<file path="src/rtl/mcctrl_pkg.sv">
// mcctrl_pkg -- shared types and encodings for the LEGv8 multi-cycle controller.
//   state_t    : controller state encoding (also driven onto ctrl_state)
//   opclass_t  : instruction class derived from IR[31:21]
//   OP_*/MASK_*: opcode match values and don't-care masks
//   SRCB_*     : ALUSrcB mux encodings
//   ALUOP_*    : ALUOp encodings
//   ctrl_t     : bundle of datapath control strobes before reset gating
package mcctrl_pkg;

  typedef enum logic [2:0] {
    ST_FETCH  = 3'd0,
    ST_DECODE = 3'd1,
    ST_EXEC   = 3'd2,
    ST_MEMACC = 3'd3,
    ST_WB     = 3'd4,
    ST_ERROR  = 3'd5
  } state_t;

  typedef enum logic [2:0] {
    CL_ILLEGAL = 3'd0,
    CL_LDUR    = 3'd1,
    CL_STUR    = 3'd2,
    CL_CBZ     = 3'd3,
    CL_CBNZ    = 3'd4,
    CL_RTYPE   = 3'd5,
    CL_ADDI    = 3'd6
  } opclass_t;

  // Opcode values; low bits covered by a zero in the mask are don't-care.
  localparam logic [10:0] OP_LDUR = 11'b11111000010;
  localparam logic [10:0] OP_STUR = 11'b11111000000;
  localparam logic [10:0] OP_CBZ  = 11'b10110100000;
  localparam logic [10:0] OP_CBNZ = 11'b10110101000;
  localparam logic [10:0] OP_ADD  = 11'b10001011000;
  localparam logic [10:0] OP_SUB  = 11'b11001011000;
  localparam logic [10:0] OP_AND  = 11'b10001010000;
  localparam logic [10:0] OP_ORR  = 11'b10101010000;
  localparam logic [10:0] OP_ADDI = 11'b10010001000;

  localparam logic [10:0] MASK_FULL = 11'b11111111111;
  localparam logic [10:0] MASK_CB   = 11'b11111111000; // CB format: Op[2:0] belong to the offset
  localparam logic [10:0] MASK_ADDI = 11'b11111111110; // I format: Op[0] belongs to the immediate

  localparam logic [1:0] SRCB_REG  = 2'b00;
  localparam logic [1:0] SRCB_FOUR = 2'b01;
  localparam logic [1:0] SRCB_IMM  = 2'b10;
  localparam logic [1:0] SRCB_BR   = 2'b11;

  localparam logic [1:0] ALUOP_ADD   = 2'b00;
  localparam logic [1:0] ALUOP_PASSB = 2'b01;
  localparam logic [1:0] ALUOP_FUNCT = 2'b10;

  typedef struct packed {
    logic       pc_write;
    logic       ir_write;
    logic       reg_write;
    logic       mem_read;
    logic       mem_write;
    logic       mem_to_reg;
    logic       reg2loc;
    logic       i_or_d;
    logic       pc_src;
    logic       alu_src_a;
    logic [1:0] alu_src_b;
    logic [1:0] alu_op;
    logic       instr_done;
  } ctrl_t;

  function automatic logic op_match(input logic [10:0] op,
                                    input logic [10:0] value,
                                    input logic [10:0] mask);
    return (op & mask) == value;
  endfunction

  // Store and compare-branch read their second operand from Rt (IR[4:0]).
  function automatic logic uses_rt(input opclass_t cls);
    return (cls == CL_STUR) || (cls == CL_CBZ) || (cls == CL_CBNZ);
  endfunction

endpackage

</file>
<file path="src/rtl/mc_opclass.sv">
// mc_opclass -- combinational opcode classifier.
//   op       in  11  IR[31:21]
//   op_class out 3   opclass_t encoding; CL_ILLEGAL when nothing matches
module mc_opclass
  import mcctrl_pkg::*;
(
  input  logic [10:0] op,
  output logic [2:0]  op_class
);

  opclass_t cls;

  // NOTE: every always_comb output gets a default first so no path can hold
  // a previous value, which would otherwise infer a latch.
  always_comb begin
    cls = CL_ILLEGAL;
    if (op_match(op, OP_LDUR, MASK_FULL))      cls = CL_LDUR;
    else if (op_match(op, OP_STUR, MASK_FULL)) cls = CL_STUR;
    else if (op_match(op, OP_CBZ, MASK_CB))    cls = CL_CBZ;
    else if (op_match(op, OP_CBNZ, MASK_CB))   cls = CL_CBNZ;
    else if (op_match(op, OP_ADD, MASK_FULL) ||
             op_match(op, OP_SUB, MASK_FULL) ||
             op_match(op, OP_AND, MASK_FULL) ||
             op_match(op, OP_ORR, MASK_FULL))  cls = CL_RTYPE;
    else if (op_match(op, OP_ADDI, MASK_ADDI)) cls = CL_ADDI;
  end

  assign op_class = cls;

endmodule

</file>
<file path="src/rtl/multicycle_ctrl.sv">
// multicycle_ctrl -- sequencing controller for a multi-cycle LEGv8 datapath
// (LDUR, STUR, CBZ, CBNZ, ADD, SUB, AND, ORR, ADDI) with one shared ALU and
// one unified memory port using a mem_ready handshake.
//
// Parameters:
//   TIMEOUT_CYCLES  max mem_ready wait in FETCH/MEMACC before ERROR (0 = never)
//   CNT_W           perf counter width (present only with MCCTRL_PERF_EN)
// Ports:
//   clk, reset (async, active-low)
//   Op[10:0]        IR[31:21], stable from DECODE onward
//   Zero            ALU zero flag (consulted in EXEC for CBZ/CBNZ)
//   mem_ready       memory completes/accepts the current request this cycle
//   PCWrite, IRWrite, RegWrite, MemRead, MemWrite, MemtoReg, Reg2Loc, IorD,
//   PCSrc, ALUSrcA, ALUSrcB[1:0], ALUOp[1:0]   datapath controls
//   instr_done      one-cycle pulse on retirement
//   error           high while in ERROR (left only through reset)
//   ctrl_state[2:0] current state_t encoding
// Build option:
//   MCCTRL_PERF_EN  adds cycle_cnt / retired_cnt outputs (CNT_W bits each)
module multicycle_ctrl
  import mcctrl_pkg::*;
#(
  parameter int unsigned TIMEOUT_CYCLES = 255
`ifdef MCCTRL_PERF_EN
  , parameter int unsigned CNT_W = 32
`endif
) (
  input  logic        clk,
  input  logic        reset,
  input  logic [10:0] Op,
  input  logic        Zero,
  input  logic        mem_ready,
  output logic        PCWrite,
  output logic        IRWrite,
  output logic        RegWrite,
  output logic        MemRead,
  output logic        MemWrite,
  output logic        MemtoReg,
  output logic        Reg2Loc,
  output logic        IorD,
  output logic        PCSrc,
  output logic        ALUSrcA,
  output logic [1:0]  ALUSrcB,
  output logic [1:0]  ALUOp,
  output logic        instr_done,
  output logic        error,
  output logic [2:0]  ctrl_state
`ifdef MCCTRL_PERF_EN
  , output logic [CNT_W-1:0] cycle_cnt
  , output logic [CNT_W-1:0] retired_cnt
`endif
);

  localparam int unsigned WAIT_W = (TIMEOUT_CYCLES < 2) ? 1 : $clog2(TIMEOUT_CYCLES + 1);

  state_t            state, state_next;
  opclass_t          dec_class, cls_q;
  logic [2:0]        dec_class_raw;
  logic [WAIT_W-1:0] wait_cnt;
  logic              waiting;
  logic              timeout_hit;
  logic              taken;
  ctrl_t             ctrl, ctrl_g;
  logic              error_raw;

  mc_opclass u_opclass (
    .op       (Op),
    .op_class (dec_class_raw)
  );

  assign dec_class = opclass_t'(dec_class_raw);

  // ---------------------------------------------------------------------------
  // State register and registered opcode class
  // ---------------------------------------------------------------------------
  // NOTE: sequential state uses non-blocking assignments so every register
  // samples the pre-edge values regardless of statement order.
  always_ff @(posedge clk or negedge reset) begin
    if (!reset) state <= ST_FETCH;
    else        state <= state_next;
  end

  always_ff @(posedge clk or negedge reset) begin
    if (!reset)                  cls_q <= CL_ILLEGAL;
    else if (state == ST_DECODE) cls_q <= dec_class;
  end

  // ---------------------------------------------------------------------------
  // Memory wait counter: zero on every state change, so each FETCH/MEMACC
  // visit starts its own budget. A cycle with mem_ready high never times out.
  // ---------------------------------------------------------------------------
  assign waiting = ((state == ST_FETCH) || (state == ST_MEMACC)) && !mem_ready;

  assign timeout_hit = (TIMEOUT_CYCLES != 0) &&
                       ((32'(wait_cnt) + 32'd1) >= TIMEOUT_CYCLES);

  always_ff @(posedge clk or negedge reset) begin
    if (!reset)                   wait_cnt <= '0;
    else if (state_next != state) wait_cnt <= '0;
    else if (waiting)             wait_cnt <= wait_cnt + WAIT_W'(1);
  end

  // ---------------------------------------------------------------------------
  // Next state and controls
  // ---------------------------------------------------------------------------
  assign taken = ((cls_q == CL_CBZ) && Zero) || ((cls_q == CL_CBNZ) && !Zero);

  always_comb begin
    state_next = state;
    ctrl       = '0;
    error_raw  = 1'b0;

    case (state)
      ST_FETCH: begin
        ctrl.i_or_d    = 1'b0;
        ctrl.mem_read  = 1'b1;
        ctrl.alu_src_a = 1'b0;
        ctrl.alu_src_b = SRCB_FOUR;
        ctrl.alu_op    = ALUOP_ADD;
        if (mem_ready) begin
          ctrl.ir_write = 1'b1;
          ctrl.pc_write = 1'b1;
          ctrl.pc_src   = 1'b0;
          state_next    = ST_DECODE;
        end else if (timeout_hit) begin
          state_next = ST_ERROR;
        end
      end

      ST_DECODE: begin
        // Branch target OldPC + (offset << 2) is parked in ALUOut.
        ctrl.alu_src_a = 1'b0;
        ctrl.alu_src_b = SRCB_BR;
        ctrl.alu_op    = ALUOP_ADD;
        ctrl.reg2loc   = uses_rt(dec_class);
        state_next     = (dec_class == CL_ILLEGAL) ? ST_ERROR : ST_EXEC;
      end

      ST_EXEC: begin
        ctrl.reg2loc = uses_rt(cls_q);
        case (cls_q)
          CL_LDUR, CL_STUR: begin
            ctrl.alu_src_a = 1'b1;
            ctrl.alu_src_b = SRCB_IMM;
            ctrl.alu_op    = ALUOP_ADD;
            state_next     = ST_MEMACC;
          end
          CL_RTYPE: begin
            ctrl.alu_src_a = 1'b1;
            ctrl.alu_src_b = SRCB_REG;
            ctrl.alu_op    = ALUOP_FUNCT;
            state_next     = ST_WB;
          end
          CL_ADDI: begin
            ctrl.alu_src_a = 1'b1;
            ctrl.alu_src_b = SRCB_IMM;
            ctrl.alu_op    = ALUOP_FUNCT;
            state_next     = ST_WB;
          end
          CL_CBZ, CL_CBNZ: begin
            // ALU passes Rt through to produce Zero; the target is already in ALUOut.
            ctrl.alu_src_b  = SRCB_REG;
            ctrl.alu_op     = ALUOP_PASSB;
            ctrl.pc_write   = taken;
            ctrl.pc_src     = taken;
            ctrl.instr_done = 1'b1;
            state_next      = ST_FETCH;
          end
          default: state_next = ST_ERROR;
        endcase
      end

      ST_MEMACC: begin
        ctrl.i_or_d    = 1'b1;
        ctrl.mem_read  = (cls_q == CL_LDUR);
        ctrl.mem_write = (cls_q == CL_STUR);
        if (mem_ready) begin
          if (cls_q == CL_LDUR) begin
            state_next = ST_WB;
          end else begin
            ctrl.instr_done = 1'b1;
            state_next      = ST_FETCH;
          end
        end else if (timeout_hit) begin
          state_next = ST_ERROR;
        end
      end

      ST_WB: begin
        ctrl.reg_write  = 1'b1;
        ctrl.mem_to_reg = (cls_q == CL_LDUR);
        ctrl.instr_done = 1'b1;
        state_next      = ST_FETCH;
      end

      ST_ERROR: error_raw = 1'b1;

      default: state_next = ST_ERROR;
    endcase
  end

  // ---------------------------------------------------------------------------
  // Outputs are forced low combinationally while reset is asserted, so an
  // in-flight memory request is withdrawn without waiting for a clock.
  // ---------------------------------------------------------------------------
  assign ctrl_g = reset ? ctrl : '0;

  assign PCWrite    = ctrl_g.pc_write;
  assign IRWrite    = ctrl_g.ir_write;
  assign RegWrite   = ctrl_g.reg_write;
  assign MemRead    = ctrl_g.mem_read;
  assign MemWrite   = ctrl_g.mem_write;
  assign MemtoReg   = ctrl_g.mem_to_reg;
  assign Reg2Loc    = ctrl_g.reg2loc;
  assign IorD       = ctrl_g.i_or_d;
  assign PCSrc      = ctrl_g.pc_src;
  assign ALUSrcA    = ctrl_g.alu_src_a;
  assign ALUSrcB    = ctrl_g.alu_src_b;
  assign ALUOp      = ctrl_g.alu_op;
  assign instr_done = ctrl_g.instr_done;
  assign error      = reset & error_raw;
  assign ctrl_state = state;

`ifdef MCCTRL_PERF_EN
  // Free-running counters; both wrap modulo 2^CNT_W.
  always_ff @(posedge clk or negedge reset) begin
    if (!reset) begin
      cycle_cnt   <= '0;
      retired_cnt <= '0;
    end else begin
      if (state != ST_ERROR) cycle_cnt   <= cycle_cnt + CNT_W'(1);
      if (ctrl.instr_done)   retired_cnt <= retired_cnt + CNT_W'(1);
    end
  end
`endif

endmodule
</file>
<file path="config.mk">
export PLATFORM = sky130hd
export DESIGN_NAME = multicycle_ctrl
export DESIGN_NICKNAME = d
export VERILOG_FILES = /design/src/rtl/mcctrl_pkg.sv /design/src/rtl/mc_opclass.sv /design/src/rtl/multicycle_ctrl.sv
export SDC_FILE = /design/constraint.sdc
export NUM_CORES = 1
export LEC_CHECK = 0
export CAP_MARGIN = 20
export CORE_ASPECT_RATIO = 1.1
export CORE_MARGIN = 5
export CORE_UTILIZATION = 49
export DETAILED_ROUTE_END_ITERATION = 10
export GPL_TIMING_DRIVEN = 0
export HOLD_SLACK_MARGIN = 0.15
export PLACE_DENSITY = 0.8
export SYNTH_ARGS = -nofsm -noshare
export SYNTH_HDL_FRONTEND = slang
export SYNTH_HIERARCHICAL = 1
export SYNTH_SLANG_ARGS = --single-unit
</file>
<file path="constraint.sdc">
create_clock -name clk -period 5.1 [get_ports clk]
set_input_delay 1.53 -clock clk [delete_from_list [all_inputs] [get_ports clk]]
set_output_delay 1.53 -clock clk [all_outputs]
set_load 0.05 [all_outputs]
</file>
==> metrics.txt <==
CP max-delay cell or4_4; asr flop ratio synth 100%; Synth area leaders dfrtp_1, nor2_1, mux2_2; worst setup margin approximately 0.11 ns; cell taking the most area after synthesis dfrtp_1; Post-Synthesis Cells between 150 and 200; most frequent cells in the layout nor2_1, clkdlybuf4s50_1, nand2_1; pwr/cell area around 120 mW/mm^2; fin. max-slew vios 0; Detailed Place HPWL about 2600 um; CP cell instances dlygate4sd2_1 > or3_4 > or4_4 > o211ai_4 > nor2_1 > mux2_4 > a22oi_2 > nor2b_2 > buf_6; Final #Nets 220; Clock Path Buffers 2; max_cap viols 0; Remaining DRCs 0; Die X-Extent approximately 60 um; Setup violations, final 0; pre-CTS setup slack -0.742 ns; # port buffers 33; core area around 0.0025 sq mm; CTS tree yes; Total Power roughly 0.22 mW; Ys Warns 6; first-pass GRT wire length just under 6000 um; Startpoint Class primary input; Worst VDD drop 0.0000922 V; Seq cells post-synth 14; Post-synth top flop dfrtp_1; leak pwr 0.786 nW; FILL cells 216; CTS H-tree lvls 1; post-synthesis sequential area ratio roughly a quarter; Post-synth EDFFs 0; die area 0.00384 sq mm; worst hold path class reg2reg; syn nets between 150 and 200; clock slew at reported path FFs 0.09 ns; post-layout min period between 4 and 5 ns; CP Data Arrival Time 3.46 ns; Antenna Violating Nets Remaining 0; syn avg cell area around 8.1 sq um; CP Capture Type output pin; drt pass-1 iters 4; status finished clean; WL per Instance 15.0 um; Area growth syn-to-layout 36.3%; gpl congestion ~0.85; commonest non-fill, non-tap cell in the layout nor2_1; WS Path Type in2out; layout cells sized above 1 between 10% and 20%; Core Rows 19; Slew @ Worst Pin just under 0.6 ns; Max Clk Rate 0.200 GHz; worst skew pair latency roughly 0.28 ns; clk_skew around 0.0025 ns; Final Cycle Share 97.9%; crit path max fanout 5; relative slew slack around 60%; initial antenna violation count 0; Layout Cells excl Fill between 200 and 250; largest net degree at the start of global routing 20; root buffer cell clkbuf_4; routed vias/inst 5.91; Yosys top cell area share about a quarter; clock buffer count from CTS 3; DRT iter0 DRCs 47; Vias between 1,000 and 1,500; Hold Vio Cnt, Final 0; ANT cells 0; synthesized area between 0.001 and 0.0015 sq mm; initial core utilization between 50% and 60%; RSZ-0062 raised after global routing false; worst hold margin 0.603 ns; Top-Level Pins 34; overall global routing resource usage 19.1%; critical path data required time roughly 3.6 ns; vias in the first global route about 1,400; synth unique cells ~50; placed cells between 200 and 250; final WL around 3500 um; Die Height 64.5 um; number of clock sinks 14; Critical Path Max Stage Delay about 0.47 ns; total grt overflow 0
[area by class of cell]
| cell class | instances | area [sq um] | area share (%) |
|---|---|---|---|
| Buffer | 6 | 41.3 | 2.29 |
| Clock buffer | 4 | 36.3 | 2.02 |
| Inverter | 3 | 11.3 | 0.625 |
| Multi-Input combinational cell | 141 | 965 | 53.6 |
| Sequential cell | 14 | 350 | 19.5 |
| Tap cell | 31 | 38.8 | 2.15 |
| Timing Repair Buffer | 34 | 358 | 19.9 |
[kinds of logic after synthesis]
family	share of synthesized area [%]
compound gates	21.4
xor+xnor	5.97
fa+ha+maj	1.89
buf+inv	3.98
flops	26.5
mux	5.11
simple gates	35.1
[report_power, final]
part           leakage [nW]  total, mW  switching, mW  internal, mW
clock                0.0210     0.0841         0.0407        0.0434
sequential            0.185      0.111              0         0.111
combinational         0.580     0.0253         0.0124        0.0129
[cell usage after synthesis, drive strengths merged (3+ instances only)]
cell type	number
and3	3
o211ai	3
xnor2	6
o21ai	9
nand2	15
or3	3
nand3	10
mux2	6
a22oi	3
nand2b	6
inv	3
or4	3
xor2	3
a21oi	9
nor2b	7
dfrtp	14
clkbuf	4
nor2	25
[worst max-delay path: cells and delay by family]
kind / cells / cell delay, ns
buffers and inverters: 2 / 0.43
and+or+nand+nor: 4 / 0.98
muxes: 1 / 0.26
AOI/OAI and AO/OA: 2 / 0.26
[registers in the layout, summed over array words and instances, names as in the netlist]
register / count
ctrl_state: 3
cls_q: 3
wait_cnt: 8
[what timing repair did]
item | in CTS | in global routing
pin swaps | 0 | 4
gates resized for setup | 12 | 17
buffers inserted | 0 | 1
endpoints found under the setup margin | 16 | 3
hold buffers | 0 | 0
[through the flow]
step                      setup TNS [ns]  area (sq um)  utilization, %
after detailed placement           -5.83          1690            66.5
after CTS                         -0.187          1730            68.1
after floorplan                        0          1320               -
after global routing                   0          1800            70.8
final                                  0          1800            70.8
after global placement             -5.45          1690            66.5
[final timing paths]
check	start	end	slack, ns	depth (start not counted)
hold reg to reg	wait_cnt[1]$_DFFE_PN0P_	wait_cnt[1]$_DFFE_PN0P_	0.60	2
hold / removal	wait_cnt[1]$_DFFE_PN0P_	wait_cnt[1]$_DFFE_PN0P_	0.60	2
max in group asynchronous	reset	wait_cnt[7]$_DFFE_PN0P_	3.53	1
min in group asynchronous	reset	ctrl_state[0]$_DFF_PN0_	1.27	1
setup / recovery	Op[5]	Reg2Loc	0.11	9
setup reg to reg	wait_cnt[0]$_DFFE_PN0P_	wait_cnt[4]$_DFFE_PN0P_	2.54	8
[per-layer routing]
layer	wire [um]	GRT usage [%]	vias to the layer above
li1	-	-	679
met4	46	7.76	0
met2	1750	30.2	38
met5	0	0	-
met3	178	3.57	4
met1	1530	25.3	657
Note: power is estimated with default switching activity, not from simulation.
